### config.mk
export PLATFORM = sky130hd
export DESIGN_NAME = switchbox_cfg_loader
export DESIGN_NICKNAME = d
export VERILOG_FILES = /design/src/rtl/sb_cfg_pkg.sv /design/src/rtl/sb_cfg_word_check.sv /design/src/rtl/switchbox_cfg_loader.sv
export SDC_FILE = /design/constraint.sdc
export NUM_CORES = 1
export LEC_CHECK = 0
export ABC_AREA = 1
export BUFFER_PORTS_ARGS = -buffer_cell sky130_fd_sc_hd__buf_4
export CAP_MARGIN = 20
export CORE_UTILIZATION = 53
export DETAILED_ROUTE_END_ITERATION = 10
export GPL_TIMING_DRIVEN = 0
export PLACE_DENSITY_LB_ADDON = 0.1
export SKIP_LAST_GASP = 1
export SYNTH_ARGS = -nofsm -noshare
export SYNTH_HDL_FRONTEND = slang
export SYNTH_SLANG_ARGS = --single-unit
### constraint.sdc
create_clock -name clk -period 7.8 [get_ports clk]
set_input_delay 1.56 -clock clk [delete_from_list [all_inputs] [get_ports clk]]
set_output_delay 1.56 -clock clk [all_outputs]
set_load 0.03 [all_outputs]
### src/rtl/sb_cfg_pkg.sv
// Shared constants and state encoding for the switch box configuration loader.
package sb_cfg_pkg;

  localparam logic [7:0] SYNC_WORD   = 8'hA5;

  localparam logic [2:0] SIDE_NONE   = 3'd0;
  localparam logic [2:0] SIDE_TOP    = 3'd1;
  localparam logic [2:0] SIDE_RIGHT  = 3'd2;
  localparam logic [2:0] SIDE_BOTTOM = 3'd3;
  localparam logic [2:0] SIDE_LEFT   = 3'd4;

  localparam int NWORDS = 18;

  typedef enum logic [1:0] {
    SYNC,
    LOAD,
    CSUM,
    CHECK
  } cfg_state_e;

endpackage

### src/rtl/sb_cfg_word_check.sv
// Combinational legality check of one routing word: [2:0] side code, [CW-1:3] pin index.
module sb_cfg_word_check
  import sb_cfg_pkg::*;
#(
  parameter int NTB = 5,
  parameter int NLR = 4,
  parameter int CW  = 6
) (
  input  logic [CW-1:0] word,
  output logic          ok
);

  logic [2:0]    side;
  logic [CW-4:0] idx;

  assign side = word[2:0];
  assign idx  = word[CW-1:3];

  always_comb begin
    ok = 1'b0;
    case (side)
      SIDE_NONE:              ok = 1'b1;
      SIDE_TOP, SIDE_BOTTOM:  ok = (32'(idx) < NTB);
      SIDE_RIGHT, SIDE_LEFT:  ok = (32'(idx) < NLR);
      default:                ok = 1'b0;
    endcase
  end

endmodule

### src/rtl/switchbox_cfg_loader.sv
// Serial frame loader for one switch box tile; words commit atomically after a legality check.
// Optional frame checksum enabled by defining SB_CFG_CHECKSUM_EN.
//
// state | meaning
// SYNC  | hunting for the 0xA5 sync byte
// LOAD  | shifting routing words into the shadow array
// CSUM  | collecting the 8-bit checksum (checksum build only)
// CHECK | one cycle legality decision, commit or reject
module switchbox_cfg_loader
  import sb_cfg_pkg::*;
#(
  parameter int NTB = 5,
  parameter int NLR = 4,
  parameter int CW  = 6
) (
  input  logic              clk,
  input  logic              rst,
  input  logic              cfg_bit,
  input  logic              cfg_valid,
  output logic              cfg_ready,
  output logic              cfg_done,
  output logic              cfg_err,
  output logic [NTB*CW-1:0] dtop,
  output logic [NTB*CW-1:0] dbottom,
  output logic [NLR*CW-1:0] dleft,
  output logic [NLR*CW-1:0] dright
);

  cfg_state_e    state_q, state_d;
  logic [7:0]    sync_q;
  logic [7:0]    sync_next;
  logic [2:0]    bcnt_q;
  logic [4:0]    wcnt_q;
  logic [CW-1:0] shadow [NWORDS];
  logic [NWORDS-1:0] word_ok;
  logic          frame_ok;
  logic          acc;
  logic          last_load_bit;
  logic          commit;
  logic          reject;

  assign acc           = cfg_valid && cfg_ready;
  assign sync_next     = {cfg_bit, sync_q[7:1]};
  assign last_load_bit = (bcnt_q == 3'(CW-1)) && (wcnt_q == 5'(NWORDS-1));
  assign cfg_ready     = !rst && (state_q != CHECK);

  for (genvar g = 0; g < NWORDS; g++) begin : g_chk
    sb_cfg_word_check #(.NTB(NTB), .NLR(NLR), .CW(CW)) u_chk (
      .word (shadow[g]),
      .ok   (word_ok[g])
    );
  end

`ifdef SB_CFG_CHECKSUM_EN
  logic [7:0] csum_q;
  logic [7:0] sum;

  always_comb begin
    sum = '0;
    for (int i = 0; i < NWORDS; i++) sum = sum + 8'(shadow[i]);
  end

  assign frame_ok = (&word_ok) && (sum == csum_q);
`else
  assign frame_ok = &word_ok;
`endif

  always_comb begin
    state_d = state_q;
    commit  = 1'b0;
    reject  = 1'b0;
    case (state_q)
      SYNC: if (acc && (sync_next == SYNC_WORD)) state_d = LOAD;
      LOAD: if (acc && last_load_bit) begin
`ifdef SB_CFG_CHECKSUM_EN
        state_d = CSUM;
`else
        state_d = CHECK;
`endif
      end
      CSUM: if (acc && (bcnt_q == 3'd7)) state_d = CHECK;
      CHECK: begin
        state_d = SYNC;
        commit  = frame_ok;
        reject  = !frame_ok;
      end
      default: state_d = SYNC;
    endcase
  end

  always_ff @(posedge clk or posedge rst) begin
    if (rst) state_q <= SYNC;
    else     state_q <= state_d;
  end

  always_ff @(posedge clk or posedge rst) begin
    if (rst) begin
      sync_q   <= '0;
      bcnt_q   <= '0;
      wcnt_q   <= '0;
      cfg_done <= 1'b0;
      cfg_err  <= 1'b0;
      dtop     <= '0;
      dbottom  <= '0;
      dleft    <= '0;
      dright   <= '0;
      for (int i = 0; i < NWORDS; i++) shadow[i] <= '0;
`ifdef SB_CFG_CHECKSUM_EN
      csum_q   <= '0;
`endif
    end else begin
      cfg_done <= commit;
      cfg_err  <= reject;
      case (state_q)
        SYNC: if (acc) sync_q <= sync_next;
        LOAD: if (acc) begin
          shadow[wcnt_q][bcnt_q] <= cfg_bit;
          if (bcnt_q == 3'(CW-1)) begin
            bcnt_q <= '0;
            wcnt_q <= (wcnt_q == 5'(NWORDS-1)) ? 5'd0 : wcnt_q + 5'd1;
          end else begin
            bcnt_q <= bcnt_q + 3'd1;
          end
        end
`ifdef SB_CFG_CHECKSUM_EN
        CSUM: if (acc) begin
          csum_q <= {cfg_bit, csum_q[7:1]};
          bcnt_q <= bcnt_q + 3'd1;
        end
`endif
        CHECK: begin
          // Clearing here gives every new frame a clean sync hunt.
          sync_q <= '0;
          bcnt_q <= '0;
          wcnt_q <= '0;
          if (commit) begin
            for (int i = 0; i < NTB; i++) begin
              dtop[i*CW +: CW]    <= shadow[i];
              dbottom[i*CW +: CW] <= shadow[NTB+i];
            end
            for (int i = 0; i < NLR; i++) begin
              dleft[i*CW +: CW]   <= shadow[2*NTB+i];
              dright[i*CW +: CW]  <= shadow[2*NTB+NLR+i];
            end
          end
        end
        default: ;
      endcase
    end
  end

endmodule

Word-level counts from Yosys, hierarchy flattened
Cells that the tools add are included.
W data, S select, Z words.
{ "classes": {"n_eq_ne": 86, "mux": 38, "bitwise": 1, "n_mul": 0, "add_sub_neg": 2, "shift": 0, "n_reduce_logical": 74, "n_lt_le_gt_ge": 40, "n_div": 0} }
{ "op_table": {"columns": ["op", "n"], "rows": [
  ["$bwmux W108", 1],
  ["$eq A3 B2 Y1 const B", 36],
  ["$lt A3 B3 Y1 const B", 36],
  ["$reduce_or A2 Y1", 36],
  ["$eq A3 B3 Y1 const B", 20],
  ["$eq A3 B1 Y1 const B", 18],
  ["$logic_not A3 Y1", 18],
  ["$pmux W1 S3", 18],
  ["$demux W6 S5", 1],
  ["$reduce_and A18 Y1", 1],
  ["$pmux W8 S2", 1],
  ["$mux W5", 3],
  ["$ne A2 B2 Y1 const B", 7],
  ["$pmux W5 S2", 1],
  ["$eq A8 B8 Y1 const B", 1],
  ["$logic_and A1 B1 Y1", 8],
  ["$mux W8", 1],
  ["$pmux W2 S4", 1],
  ["$reduce_and A2 Y1", 4],
  ["$ge A6 B6 Y1 const B", 1],
  ["$lt A6 B1 Y1 const B", 1],
  ["$mux W2", 3],
  ["$mux W3", 2],
  ["$mux W6", 1],
  ["15 further kinds", 21]
]} }
{ "totals": {"ramBits": 0, "inputBits": 4, "mem_bits_ro": 0, "latchBits": 0, "regBits": 236, "memories": 0} }

Longest topological paths before layout
{ "logic_depth": {"ltp_word": 7, "mapped_depth": 15} }

Modules after synthesis
From an unflattened synthesis, not the netlist that was laid out.
{ "unflattened": {"hier_cells": 1290, "area_unflattened_um2": 10527.6} }
{ "modules_own_cells": {"columns": ["module", "seq_area_each_um2", "area_each_um2", "n_inst", "cells_per_inst"], "rows": [
  ["switchbox_cfg_loader", 5880.6, 9716.8, 1, 1092],
  ["sb_cfg_word_check", 0.0, 45.0, 18, 11]
]} }

Worst setup path before layout
OpenSTA, ideal clock, no wires.
{ "synth_path": {"path_kind": "input -> output", "from": "in rst", "to": "out cfg_ready", "cell_stages": 1, "setup_slack_ns": 4.278, "required_time_ns": 6.240, "arrival_ns": 1.962, "path_buffers": 0, "cell_sequence": "nor2_1"} }
{ "synth_between": {"elab_chain_cells": 2} }
{ "synth_rtl": {"columns": ["item", "line", "text"], "rows": [
  ["start: declaration", "switchbox_cfg_loader.sv:17", "input logic rst,"],
  ["$logic_not A1 Y1 (no source line)", null, null],
  ["$logic_and A1 B1 Y1", "switchbox_cfg_loader.sv:45", "assign cfg_ready = !rst && (state_q != CHECK);"],
  ["end: declaration", "switchbox_cfg_loader.sv:20", "output logic cfg_ready,"]
]} }
No other way between the ends.

Worst setup path after layout
{ "layout_path": {"from": "reg state_q[0]", "to": "out cfg_ready"} }
{ "layout_between": {"elab_chain_cells": 2} }
{ "layout_rtl": {"columns": ["item", "line", "text"], "rows": [
  ["start: declaration", "switchbox_cfg_loader.sv:29", "cfg_state_e state_q, state_d;"],
  ["start signal: assignment", "switchbox_cfg_loader.sv:93", "else state_q <= state_d;"],
  ["$ne A2 B2 Y1", "switchbox_cfg_loader.sv:45", null],
  ["$logic_and A1 B1 Y1", "switchbox_cfg_loader.sv:45", null]
]} }
No other way between the ends.

==> flow_metrics.tcl <==
set metrics [dict create \
    total_standard_cell_area_after_synthesis_sq_um 10600 \
    floorplan.core_area_sq_um 19500 \
    status "finished clean" \
    detail_route.drc_violations 0 \
    fin_skew_ns 0.00816 \
    routed_wire_length_per_instance_um 18.0 \
    placed_cell_area_sq_um 11900 \
    filler_cell_count 1686 \
    num_io_pins 115 \
    grt_use_met1_pct 40.9 \
    placementRows 51 \
    utilization_pct 64.8 \
    floorplan.initialDensity_pct 54.3 \
    total_of_hold_buffers_inserted_after_clock_tree_synthesis 0 \
    worst_hold_path_type "reg2reg" \
    numCtsBuffers 25 \
    worst_skew_pair.late_latency_ns 0.51 \
    drv_slew 0 \
    flow.area_growth_from_synthesis_pct 19.3 \
    synthFlopType "dfrtp_1" \
    global_route.usage.total_pct 29.0 \
    maximum_number_of_pins_on_one_net_before_global_route_repair 43 \
    synth_fp_nets 1202 \
    ys_warn_count 0 \
    timing.fmax_mhz 255 \
    power.leakage_nw 6.56 \
    place.port_buffers 114 \
    cp_max_fo 10 \
    report.final.setup_viol 0 \
    synth_cell_types 32 \
    grt_pass1_vias 8418 \
    drt_iter0_markers 804 \
    layout.cell_area.non_filler_sq_um 12600 \
    netlist_instances 1188 \
    finalSetupTns_ns 0 \
    nNetsFinal 1349 \
    yosysSeqAreaShare_pct 55.5 \
    drive_gt1_share_pct 16.0 \
    synthesis_stage_register_bit_count 235 \
    fin_crit_ns 3.92 \
    die_width_um 143 \
    global_route.usage.met3_pct 5.13 \
    ir_drop_uv 166 \
    avgViaCountPerCell 5.67 \
    path_class "reg2out" \
    antenna_found_initial 0 \
    floorplan.die.height_um 143 \
    overflow 0 \
    postSynthAreaPerCell_sq_um 8.92 \
    crit_path_end_kind "primary output" \
    maxCapViolations 0 \
    power.density_nw_per_um2 264 \
    post_cts.resized_instances 0 \
    fp.dieArea_sq_um 20600 \
    ctsRootBufferMaster "clkbuf_16" \
    worst_setup_path_start_kind "flop" \
    max_stage_delay_ns 0.45 \
    clock_sinks 235 \
    place.detailed.hpwl_mm 20.2 \
    ys_async_sr_fraction_pct 100 \
    wirelength_mm 29.0 \
    worstMarginPinSlew_ns 0.682 \
    worstPathCellList "ha_1 > buf_2 > buf_1 > nor2_1 > buf_4" \
    clkSlewWorstSetupHoldPaths_ns 0.05 \
    regToRegSetupSlack_ns 5.45 \
    drt_pre_antenna_iters 5 \
    unrepaired_setup_endpoints_after_global_routing "false" \
    global_route.usage.met2_pct 44.5 \
    insertedDiodeCount 0 \
    max_slew_margin_pct 54.5 \
    cp_slowest_cell "buf_1" \
    grt_pass1_wl_mm 45.7 \
    tritoncts "built" \
    finalHoldViolations 0 \
    antenna_violating_nets_post_route 0 \
    post_synth_edffs 0 \
    cp_data_required_time_ns 6.24 \
    finalCritPeriodShare_pct 50.2 \
    gp_routability_congestion 0.962 \
    cts_h_tree_lvls 1 \
    gr-max-usage-layer "met2" \
    cts_post_setup_buffers_inserted 0 \
    clk_path_buf_depth 3 \
    worstPathArrival_ns 2.36 \
    vias 9132 \
]
per-stage QoR:
stage          setup WS (ns)  std cells  total power, mW  hold slack, ns
2_1_floorplan           3.16       1188             2.00           0.478
3_3_place_gp            1.70       1567             2.24           0.455
3_5_place_dp            4.29       1573             2.27           0.459
4_1_cts                 3.87       1612             3.34           0.473
5_1_grt                 3.71       1612             3.51           0.490
6_report                3.88       1612             3.34           0.466
cell usage after synthesis, types with 3 or more instances:
library cell,count,area [sq um]
o21ai_0,18,90.1
nand3_1,20,100
inv_1,73,274
buf_1,9,33.8
clkbuf_1,41,154
nand3b_1,10,75.1
nand2_1,306,1150
nor3_1,3,15.0
inv_2,4,15.0
nand4_1,115,719
a21o_1,4,30.0
nor2_1,59,221
a21oi_1,113,566
ha_1,10,125
buf_2,33,165
nor2_8,3,60.1
buf_6,11,124
dfrtp_1,235,5880
nor3b_1,3,22.5
o21ai_1,6,30.0
a31oi_1,98,613
worst max-delay path, delay by kind of cell, from the launching register on:
family        cells  cell delay (ns)
buf+inv           3             1.00
simple gates      1             0.10
fa+ha+maj         1             0.33
flops             1             0.42
path summary, 6_finish.rpt:
check,depth (start not counted),start,to
worst max-delay path,5,state_q[0]$_DFFE_PP0P_,cfg_ready
worst min register to register,2,dtop[21]$_DFFE_PP0P_,dtop[21]$_DFFE_PP0P_
max in group asynchronous,4,rst,dtop[14]$_DFFE_PP0P_
min in group asynchronous,2,rst,sync_q[3]$_DFFE_PP0P_
worst max register to register,6,state_q[0]$_DFFE_PP0P_,shadow[65]$_DFFE_PP0P_
worst min-delay path,2,dtop[21]$_DFFE_PP0P_,dtop[21]$_DFFE_PP0P_
power breakdown:
group | leakage [nW] | internal (mW) | switching, mW | total [mW]
sequential | 3.26 | 1.32 | 0.0872 | 1.41
combinational | 2.93 | 0.224 | 0.621 | 0.845
clock | 0.368 | 0.627 | 0.455 | 1.08
total | 6.56 | 2.17 | 1.16 | 3.34
layout by cell type, fill, tap and decap left out, types with 2 or more instances in the layout:
cell type and instances:
nand2_1 306, dfrtp_1 235, nand4_1 115, buf_4 115, a21oi_1 113, a31oi_1 98, inv_1 72, nor2_1 59
clkbuf_1 45, buf_2 33, clkbuf_16 25, nand3_1 20, o21ai_0 18, buf_6 11, nand3b_1 10, ha_1 10
buf_1 9, clkinv_2 6, o21ai_1 6, buf_12 6, clkbuf_8 5, inv_2 4, a21o_1 4, nor2_8 3
nor3_1 3, nor3b_1 3, nand2_4 2, nor3_4 2, o22ai_1 2
flip-flops by register name, summed over array words and instances (netlist names), 2 cells and up:
register / cells
state_q: 2
sync_q: 7
dtop: 30
dleft: 24
wcnt_q: 5
dright: 24
dbottom: 30
bcnt_q: 3
shadow: 108
final cells by class:
type	instances	area, sq um	share of cell area, %
well taps	265	332	2.62
clock buffers	34	709	5.61
inverters	78	298	2.35
repair buffers	120	976	7.72
clock inverters	5	25.0	0.198
plain buffers	95	484	3.83
flip-flops and latches	235	5880	46.5
multi-input cells	780	3940	31.2
routing by layer:
metal / wire length [um] / up-vias
li1: - / 4373
met1: 12600 / 4349
met2: 13000 / 343
met3: 2230 / 67
met4: 1050 / 0
met5: 0 / -
cells by family after synthesis:
family          count (synthesis)  synth area share [%]
simple gates                  526                  23.1
xor+xnor                        1                0.0826
buf+inv                       173                  7.34
fa+ha+maj                      10                  1.18
flops                         235                  55.5
compound gates                243                  12.8
No activity file was read; power rests on OpenSTA's default activity.
